$ cat config.mk
export PLATFORM = sky130hd
export DESIGN_NAME = msi_irq_responder
export DESIGN_NICKNAME = d
export VERILOG_FILES = /design/src/rtl/msi_irq_responder_pkg.sv /design/src/rtl/msi_tlp_fmt.sv /design/src/rtl/msi_irq_responder.sv
export SDC_FILE = /design/constraint.sdc
export NUM_CORES = 1
export LEC_CHECK = 0
export ABC_AREA = 1
export CORE_UTILIZATION = 28
export DETAILED_ROUTE_END_ITERATION = 10
export SKIP_LAST_GASP = 1
export SYNTH_ARGS = -nofsm -noshare
export SYNTH_HDL_FRONTEND = slang
export SYNTH_HIERARCHICAL = 1
export SYNTH_SLANG_ARGS = --single-unit
$ cat constraint.sdc
create_clock -name clk -period 1.63 [get_ports clk]
set_input_delay 0.326 -clock clk [delete_from_list [all_inputs] [get_ports clk]]
set_output_delay 0.326 -clock clk [all_outputs]
set_load 0.01 [all_outputs]
$ cat src/rtl/msi_irq_responder_pkg.sv
// Shared state encoding and TLP field constants for the MSI interrupt responder.
package msi_irq_responder_pkg;

    typedef enum logic [2:0] {
        ST_IDLE,
        ST_REQ,
        ST_B0,
        ST_B1,
        ST_B2,
        ST_ACK,
        ST_HOLD
    } state_t;

    localparam logic [1:0] FMT_3DW_D  = 2'b10;
    localparam logic [1:0] FMT_4DW_D  = 2'b11;
    localparam logic [4:0] TYPE_MEM   = 5'b00000;
    localparam logic [7:0] TREM_ALL   = 8'h00;
    localparam logic [7:0] TREM_UPPER = 8'h0F;

    // MSI data goes out byte-swapped in the upper half of the payload DW.
    function automatic logic [31:0] msi_payload(input logic [15:0] d);
        return {d[7:0], d[15:8], 16'h0000};
    endfunction

endpackage

$ cat src/rtl/msi_tlp_fmt.sv
// Combinational builder for the MSI Memory Write TLP header and payload words.
module msi_tlp_fmt
    import msi_irq_responder_pkg::*;
(
    input  logic        is4dw,
    input  logic [63:2] addr,
    input  logic [15:0] data,
    input  logic [15:0] completer_id,
    output logic [31:0] dw0,
    output logic [31:0] dw1,
    output logic [31:0] dw2,
    output logic [31:0] dw3,
    output logic [31:0] data_dw
);

    logic [1:0] fmt;

    assign fmt     = is4dw ? FMT_4DW_D : FMT_3DW_D;
    assign dw0     = {1'b0, fmt, TYPE_MEM, 1'b0, 3'b000, 4'h0, 1'b0, 1'b0, 2'b00, 2'b00, 10'd1};
    assign dw1     = {completer_id, 8'h00, 4'h0, 4'hF};
    assign dw3     = {addr[31:2], 2'b00};
    assign dw2     = is4dw ? addr[63:32] : dw3;
    assign data_dw = msi_payload(data);

endmodule

$ cat src/rtl/msi_irq_responder.sv
// cfg_interrupt handshake responder: builds and sends one MSI write per request, then acks.
// Optional MSI_MASK_EN adds msi_mask, which holds an enabled request pending while set.
//
// state   | meaning
// IDLE    | sample cfg_interrupt_n, latch MSI fields
// REQ     | request TX bus, wait for grant
// B0..B2  | TLP beats (B2 only for 4DW header)
// ACK     | issue one-cycle cfg_interrupt_rdy_n pulse
// HOLD    | holdoff countdown, request ignored
module msi_irq_responder
    import msi_irq_responder_pkg::*;
#(
    parameter int HOLDOFF_CYCLES = 4
) (
    input  logic        clk,
    input  logic        rst,
    input  logic        cfg_interrupt_n,
    output logic        cfg_interrupt_rdy_n,
    input  logic        msi_enable,
`ifdef MSI_MASK_EN
    input  logic        msi_mask,
`endif
    input  logic [63:0] msi_addr,
    input  logic [15:0] msi_data,
    input  logic [15:0] cfg_completer_id,
    output logic        irq_req,
    input  logic        irq_gnt,
    output logic [63:0] trn_td,
    output logic [7:0]  trn_trem_n,
    output logic        trn_tsof_n,
    output logic        trn_teof_n,
    output logic        trn_tsrc_rdy_n,
    input  logic        trn_tdst_rdy_n
);

    state_t      state;
    logic [7:0]  holdoff;
    logic        is4dw_q;
    logic [63:2] addr_q;
    logic [15:0] data_q;
    logic [15:0] cid_q;
    logic [31:0] dw0, dw1, dw2, dw3, data_dw;
    logic        mask_active;
    logic        xfer;
    logic        last_xfer;
    logic        unused;

`ifdef MSI_MASK_EN
    assign mask_active = msi_mask;
`else
    assign mask_active = 1'b0;
`endif

    assign unused    = &{1'b0, msi_addr[1:0]};
    assign xfer      = !trn_tsrc_rdy_n && !trn_tdst_rdy_n;
    assign last_xfer = xfer && ((state == ST_B1 && !is4dw_q) || state == ST_B2);

    msi_tlp_fmt u_fmt (
        .is4dw        (is4dw_q),
        .addr         (addr_q),
        .data         (data_q),
        .completer_id (cid_q),
        .dw0          (dw0),
        .dw1          (dw1),
        .dw2          (dw2),
        .dw3          (dw3),
        .data_dw      (data_dw)
    );

    always_ff @(posedge clk) begin
        if (rst) begin
            state               <= ST_IDLE;
            holdoff             <= '0;
            is4dw_q             <= 1'b0;
            addr_q              <= '0;
            data_q              <= '0;
            cid_q               <= '0;
            cfg_interrupt_rdy_n <= 1'b1;
            irq_req             <= 1'b0;
            trn_td              <= '0;
            trn_trem_n          <= TREM_ALL;
            trn_tsof_n          <= 1'b1;
            trn_teof_n          <= 1'b1;
            trn_tsrc_rdy_n      <= 1'b1;
        end else begin
            cfg_interrupt_rdy_n <= 1'b1;
            case (state)
                ST_IDLE: begin
                    if (!cfg_interrupt_n) begin
                        if (!msi_enable) begin
                            state <= ST_ACK;
                        end else if (!mask_active) begin
                            addr_q  <= msi_addr[63:2];
                            data_q  <= msi_data;
                            cid_q   <= cfg_completer_id;
                            is4dw_q <= (msi_addr[63:32] != 32'h0);
                            irq_req <= 1'b1;
                            state   <= ST_REQ;
                        end
                    end
                end
                ST_REQ: begin
                    if (irq_gnt) begin
                        trn_td         <= {dw0, dw1};
                        trn_trem_n     <= TREM_ALL;
                        trn_tsof_n     <= 1'b0;
                        trn_teof_n     <= 1'b1;
                        trn_tsrc_rdy_n <= 1'b0;
                        state          <= ST_B0;
                    end
                end
                ST_B0: begin
                    if (xfer) begin
                        trn_td     <= is4dw_q ? {dw2, dw3} : {dw2, data_dw};
                        trn_tsof_n <= 1'b1;
                        trn_teof_n <= is4dw_q;
                        state      <= ST_B1;
                    end
                end
                ST_B1: begin
                    if (xfer && is4dw_q) begin
                        trn_td     <= {data_dw, 32'h0};
                        trn_teof_n <= 1'b0;
                        trn_trem_n <= TREM_UPPER;
                        state      <= ST_B2;
                    end
                end
                ST_B2: begin
                end
                ST_ACK: begin
                    cfg_interrupt_rdy_n <= 1'b0;
                    holdoff             <= 8'(HOLDOFF_CYCLES);
                    state               <= ST_HOLD;
                end
                ST_HOLD: begin
                    if (holdoff != 8'd0) begin
                        holdoff <= holdoff - 8'd1;
                    end
                    if (holdoff <= 8'd1) begin
                        state <= ST_IDLE;
                    end
                end
                default: state <= ST_IDLE;
            endcase

            // Final beat accepted: release the bus and move on to the ack.
            if (last_xfer) begin
                trn_td         <= '0;
                trn_trem_n     <= TREM_ALL;
                trn_teof_n     <= 1'b1;
                trn_tsrc_rdy_n <= 1'b1;
                irq_req        <= 1'b0;
                state          <= ST_ACK;
            end
        end
    end

endmodule
# After elaboration in Yosys (flattened, before gate mapping)
# Cells that the tools add are included.
[classes]
eq_ne = 18
add_sub_neg = 1
muxes = 28
n_lt_le_gt_ge = 1
reduce_logical = 24
n_bitwise = 2
[op_table]
columns = ["operator", "count"]
rows = [
  ["2-to-1 mux 64 bit", 3],
  ["one-hot mux 64 bit (3 select lines)", 1],
  ["2-to-1 mux 32 bit", 2],
  ["one-hot mux 8 bit (2 select lines)", 2],
  ["nonzero test 32 bit", 1],
  ["2-to-1 mux 8 bit", 3],
  ["2-to-1 mux 3 bit", 7],
  ["one-hot mux 3 bit (7 select lines)", 1],
  ["inequality test 2 bit, second input constant", 6],
  ["inequality test 3 bit, second input constant", 4],
  ["AND reduction 6 bit", 2],
  ["equality test 3 bit, second input constant", 3],
  ["AND reduction 3 bit", 3],
  ["<= comparator 8 x 1 -> 1 bit, second input constant", 1],
  ["nonzero test 8 bit", 1],
  ["subtractor 8 x 1 -> 8 bit, second input constant", 1],
  ["2-to-1 mux 1 bit", 7],
  ["equality test 3 x 2 -> 1 bit, second input constant", 2],
  ["nonzero test 2 bit", 3],
  ["logical AND 1 bit", 4],
  ["AND reduction 2 bit", 2],
  ["AND reduction 4 bit", 1],
  ["equality test 3 x 1 -> 1 bit, second input constant", 1],
  ["logical NOT 1 bit", 3],
  ["other kinds (9)", 10],
]
[totals]
ff_bits = 183
out_inout_bits = 77
in_bits = 102

# Longest topological paths before layout
# Gate-level depths: netlist (run 1).
[logic_depth]
ltp_word = 6
mapped_depth = 11

# Hierarchy
# Netlist (run 1), hierarchy kept.
[modules_own_cells]
columns = ["module", "cells_per_inst", "n_inst", "area_each_um2", "seq_area_each_um2"]
rows = [
  ["msi_irq_responder", 1142, 1, 7798.7, 3523.4],
  ["msi_tlp_fmt", 232, 1, 1442.6, 0.0],
]

# Least setup slack after synthesis (run 1)
# OpenSTA, ideal clock, no wires.
[synth_path]
kind = "reg2reg"
from = "register is4dw_q"
to = "register trn_td[18]"
arrival_ps = 1339
setup_time_ps = 117
path_stages_with_launch = 8
setup_slack_ps = 173
required_time_ps = 1513
path_cell_list = "dfxtp_1 > buf_2 > clkbuf_1 > o21ai_0 > a22oi_1 > nor2_1 > a21oi_1 > nor2_1"
[synth_between]
elab_chain_cells = 5
elab_cells_between_ends = 11
[synth_rtl]
columns = ["element", "line_no", "text"]
rows = [
  ["start: declaration", "msi_irq_responder.sv:38", "logic is4dw_q;"],
  ["start signal: assignment", "msi_irq_responder.sv:96", "is4dw_q <= (msi_addr[63:32] != 32'h0);"],
  ["branches (longest 5 deep; another with 2-to-1 mux 64 bit)", "-", ""],
  ["end signal: assignment", "msi_irq_responder.sv:104", "trn_td <= {dw0, dw1};"],
  ["end signal: assignment", "msi_irq_responder.sv:114", "trn_td <= is4dw_q ? {dw2, dw3} : {dw2, data_dw};"],
  ["end signal: assignment", "msi_irq_responder.sv:122", "trn_td <= {data_dw, 32'h0};"],
  ["end: declaration", "msi_irq_responder.sv:28", "output logic [63:0] trn_td,"],
]
# Several ways; the timed one is not identified. The select of a mux whose other input is x is not followed.
# A chain may end at the register's enable or synchronous reset.

# Worst setup path in the final report (run 1)
[layout_path]
from = "register state[0]"
to = "register is4dw_q"
[layout_between]
elab_chain_cells = 2
[layout_rtl]
columns = ["element", "line_no", "text"]
rows = [
  ["start: declaration", "msi_irq_responder.sv:36", "state_t state;"],
  ["start signal: assignment", "msi_irq_responder.sv:72", "state <= ST_IDLE;"],
  ["start signal: assignment", "msi_irq_responder.sv:91", "state <= ST_ACK;"],
  ["start signal: assignment", "msi_irq_responder.sv:98", "state <= ST_REQ;"],
  ["logical NOT 3 bit", "msi_irq_responder.sv:87", "case (state)"],
  ["AND reduction 3 bit (no line)", "-", ""],
]
# No other way between the ends.

==> impl_summary.md, run 1 <==
Cells and area
0 antenna diodes ended up in the layout. In the layout the commonest cells are 476 x sky130_fd_sc_hd__nand2_1, 190 x sky130_fd_sc_hd__a21oi_1, 170 x sky130_fd_sc_hd__dfxtp_1, 114 x sky130_fd_sc_hd__nor2_1, 98 x sky130_fd_sc_hd__clkdlybuf4s50_1. The utilization after layout is 0.361. Counting the fill cells in the layout gives 3523. In the final layout, the share of cells above drive strength 1 is 0.105.

In the final design database the tool counted 1604 nets. For this run, the number of standard cells in the final layout without fillers is 1955. The layout overhead on the synthesized area is 27.1%.

The commonest non-fill, non-tap cell in the layout is sky130_fd_sc_hd__nand2_1.

Global route
The first global-routing pass estimated 42700 um of wire. The number of antenna violations at the first check in global routing is 0. Entering global routing, the biggest net connects 65 pins. For this run, global-route usage on met2 was measured as 0.230. The aggregate global-route resource usage is 0.162. The number of global-route vias before repair is 7785. For met3 alone, demand over resource in global routing was 0.0301. The most utilized layer in the global route result is met1.

The total overflow reported by the global router is 0. For met1 alone, demand over resource in global routing was 0.244.

Floorplanning
179 I/O pins were placed. The placement row count is 66. The die covers 33700 um^2. The initial core utilization is 0.284. The die span in y is 184 um. The area of the core region is 32500 um^2. The chip width is 184 um.

Critical path
The data arrival time of the worst path is 1.86 ns. The required time of the worst setup path is 1.95 ns. Along the worst path, the maximum fanout reaches 7. The critical path capture point type is a flip-flop. The startpoint-to-endpoint class of the critical path is reg2reg.

The kind of start point of the critical path is a flip-flop.

Clock network
At the later pin of the worst-skew pair, clock insertion delay measures 0.44 ns. Counting the buffers created by CTS gives 17. The clock transition time at the flip-flop clock pins of the worst setup and hold paths is 0.07 ns. The H-tree was split into 4 levels. The sink count of the clock tree is 176. The clock tree from TritonCTS is yes. The clock tree root driver cell is sky130_fd_sc_hd__clkbuf_16. The total setup buffers inserted after CTS is 0. The maximum buffer depth of the clock tree is 2.

The hold buffer count at cts is 0.

Place
The congestion estimate from routability-driven global placement came to 0.904. The cell total after placement is 1921. The final HPWL from detailed placement is 21100 um. The number of port buffers is 172.

STA
The minimum period implied by the final worst setup slack is 1.54 ns. The total count of max-transition violations in the final report was 0. The worst clock skew is 0.0114 ns. The peak clock frequency supported by timing is 650 MHz. Setup violations remaining at the end of the flow were counted as 0. The relative max-transition margin is 0.649. The actual transition at the worst max-transition pin is 0.522 ns. Setup repair after global routing could not meet its margin everywhere.

In the finished design, the share of the clock period the worst path needs comes to 0.944. The final hold violation count came to 0.

Detailed routing
The number of iterations in the first detailed-routing pass is 8. In the final routed layout, each cell accounts on average for 14.2 um. The ratio of routed vias to standard cells is 4.34. The post-detailed-route DRC marker count is 2. The routed layout has 8479 vias. Once detail routing completed, the nets flagged for antenna violations numbered 0.

The final wirelength is 27700 um. The number of DRC markers after the initial detailed-route iteration is 704.

Status
The final reports fail on DRC. The run finished, with violations left.

Pwr
The leakage power of the design is 4.96 nW. In this run the power density over the cells is 1420 nW/um^2. The power after layout is 0.0166 W. The peak supply drop is 0.814 mV.

Worst hold path
The class of the tightest hold or removal check is in2reg.

Yosys
By area the synthesized netlist is led by sky130_fd_sc_hd__dfxtp_1 38%, sky130_fd_sc_hd__nand2_1 19%, sky130_fd_sc_hd__buf_4 12%. Synthesis instantiated 30 different standard cells from the library. The synthesized design contains 176 register bits. The share of Yosys cell area claimed by the top area cell type is 0.381. The cell count after synthesis came out at 1374. The post-synthesis cell area is 9240 um^2.

A synthesized cell averages 6.73 um^2. The cell type with the highest aggregate area in the netlist is sky130_fd_sc_hd__dfxtp_1. The Yosys step of the flow raised 6 warnings.

The fraction of the yosys area taken by sequential cells is 0.381.

Flow run
The tool flagged a number of max-cap violations equal to 0.
==> cells in the mapped netlist (all sizes together) <==
library cell and instances:
nand2 489, a21oi 191, buf 181, dfxtp 176
nor2 120, inv 58, o21ai 41, clkbuf 35
nand3 29, a22oi 21, o211ai 9, nand4 5
nor3 5, conb 3, nor4 3, xor2 3
ha 2, a32oi 1, o211a 1, o21a 1
==> through the flow <==
stage / hold slack, ns / setup slack [ns] / area (um^2) / setup TNS (ns)
floorplan: 0.444 / 0.173 / 9490 / 0
global placement: 0.453 / -0.218 / 11100 / -17.75
detailed placement: 0.455 / -0.251 / 11100 / -21.34
CTS: 0.158 / -0.0727 / 11600 / -0.0727
global route: 0.176 / -0.0507 / 11700 / -0.424
finish: 0.169 / 0.0910 / 11700 / 0
==> worst max-delay path, stage by stage (launching register included) <==
cell and delay (ns):
sky130_fd_sc_hd__dfxtp_2 0.34, sky130_fd_sc_hd__inv_2 0.09, sky130_fd_sc_hd__nand2_1 0.05, sky130_fd_sc_hd__nor2_1 0.12, sky130_fd_sc_hd__buf_4 0.14, sky130_fd_sc_hd__nand3_4 0.07
sky130_fd_sc_hd__inv_4 0.18, sky130_fd_sc_hd__nand4_1 0.14, sky130_fd_sc_hd__nor2_1 0.25, sky130_fd_sc_hd__nor2_1 0.06
==> what timing repair did <==
item                                   CTS  global route
endpoints found under the hold margin    0             0
gates cloned                             0             2
gates resized for setup                 77            29
setup endpoints to repair              100            87
==> path summary, 6_finish.rpt <==
kind	from	end	slack (ns)	cells after the start
worst min-delay path	rst	data_q[7]	0.17	2
worst min register to register	trn_td[50]	trn_td[50]	0.46	2
worst max register to register	state[0]	is4dw_q	0.09	9
worst max-delay path	state[0]	is4dw_q	0.09	9
==> final cells by class <==
type	instances	area, um^2	share of cell area
tap	442	553	0.0471
clock inverter	14	150	0.0128
clock buffer	18	429	0.0365
inverter	58	233	0.0198
timing repair buffer	257	2500	0.213
sequential	176	3530	0.301
multi-input combinational	990	4350	0.370
==> metal layers <==
metal,wire length (um),share of wire
met1,14200,0.51
met2,11500,0.42
met3,1560,0.056
met4,379,0.014
met5,0,0
==> cell families (layout without fill, tap and decap cells) <==
| group | after synthesis | count (layout) | share of synthesized area |
|---|---|---|---|
| AO/OA/AOI/OAI | 265 | 265 | 0.153 |
| XOR/XNOR | 3 | 3 | 0.00284 |
| adder cells (fa/ha/maj) | 2 | 2 | 0.00271 |
| buffers and inverters | 274 | 347 | 0.182 |
| flip-flops | 176 | 176 | 0.381 |
| other | 3 | 69 | 0.00122 |
| AND/OR/NAND/NOR | 651 | 651 | 0.277 |
==> sequential cells by signal (all words and copies together), names as in the netlist <==
name,count
is4dw_q,1
trn_tsof_n,1
holdoff,8
state,3
trn_teof_n,1
data_q,16
trn_td,64
irq_req,1
trn_trem_n,1
cfg_interrupt_rdy_n,1
trn_tsrc_rdy_n,1
addr_q,62
cid_q,16
==> where the power goes <==
group          internal, W  switching, W
combinational      0.00281       0.00400
sequential         0.00520      0.000567
clock              0.00217       0.00189
No activity file was read; power rests on OpenSTA's default activity.
==> run 2, diff against run 1 <==
Settings changed: SLEW_MARGIN set to 20.
==> results of run 2 <==
No change in the layout: final DEF, timing and power equal those of run 1.
==> run 3, diff against run 2 <==
Settings changed: GPL_TIMING_DRIVEN set to 1.
==> results of run 3 <==
No change in the layout: final DEF, timing and power equal those of run 1.
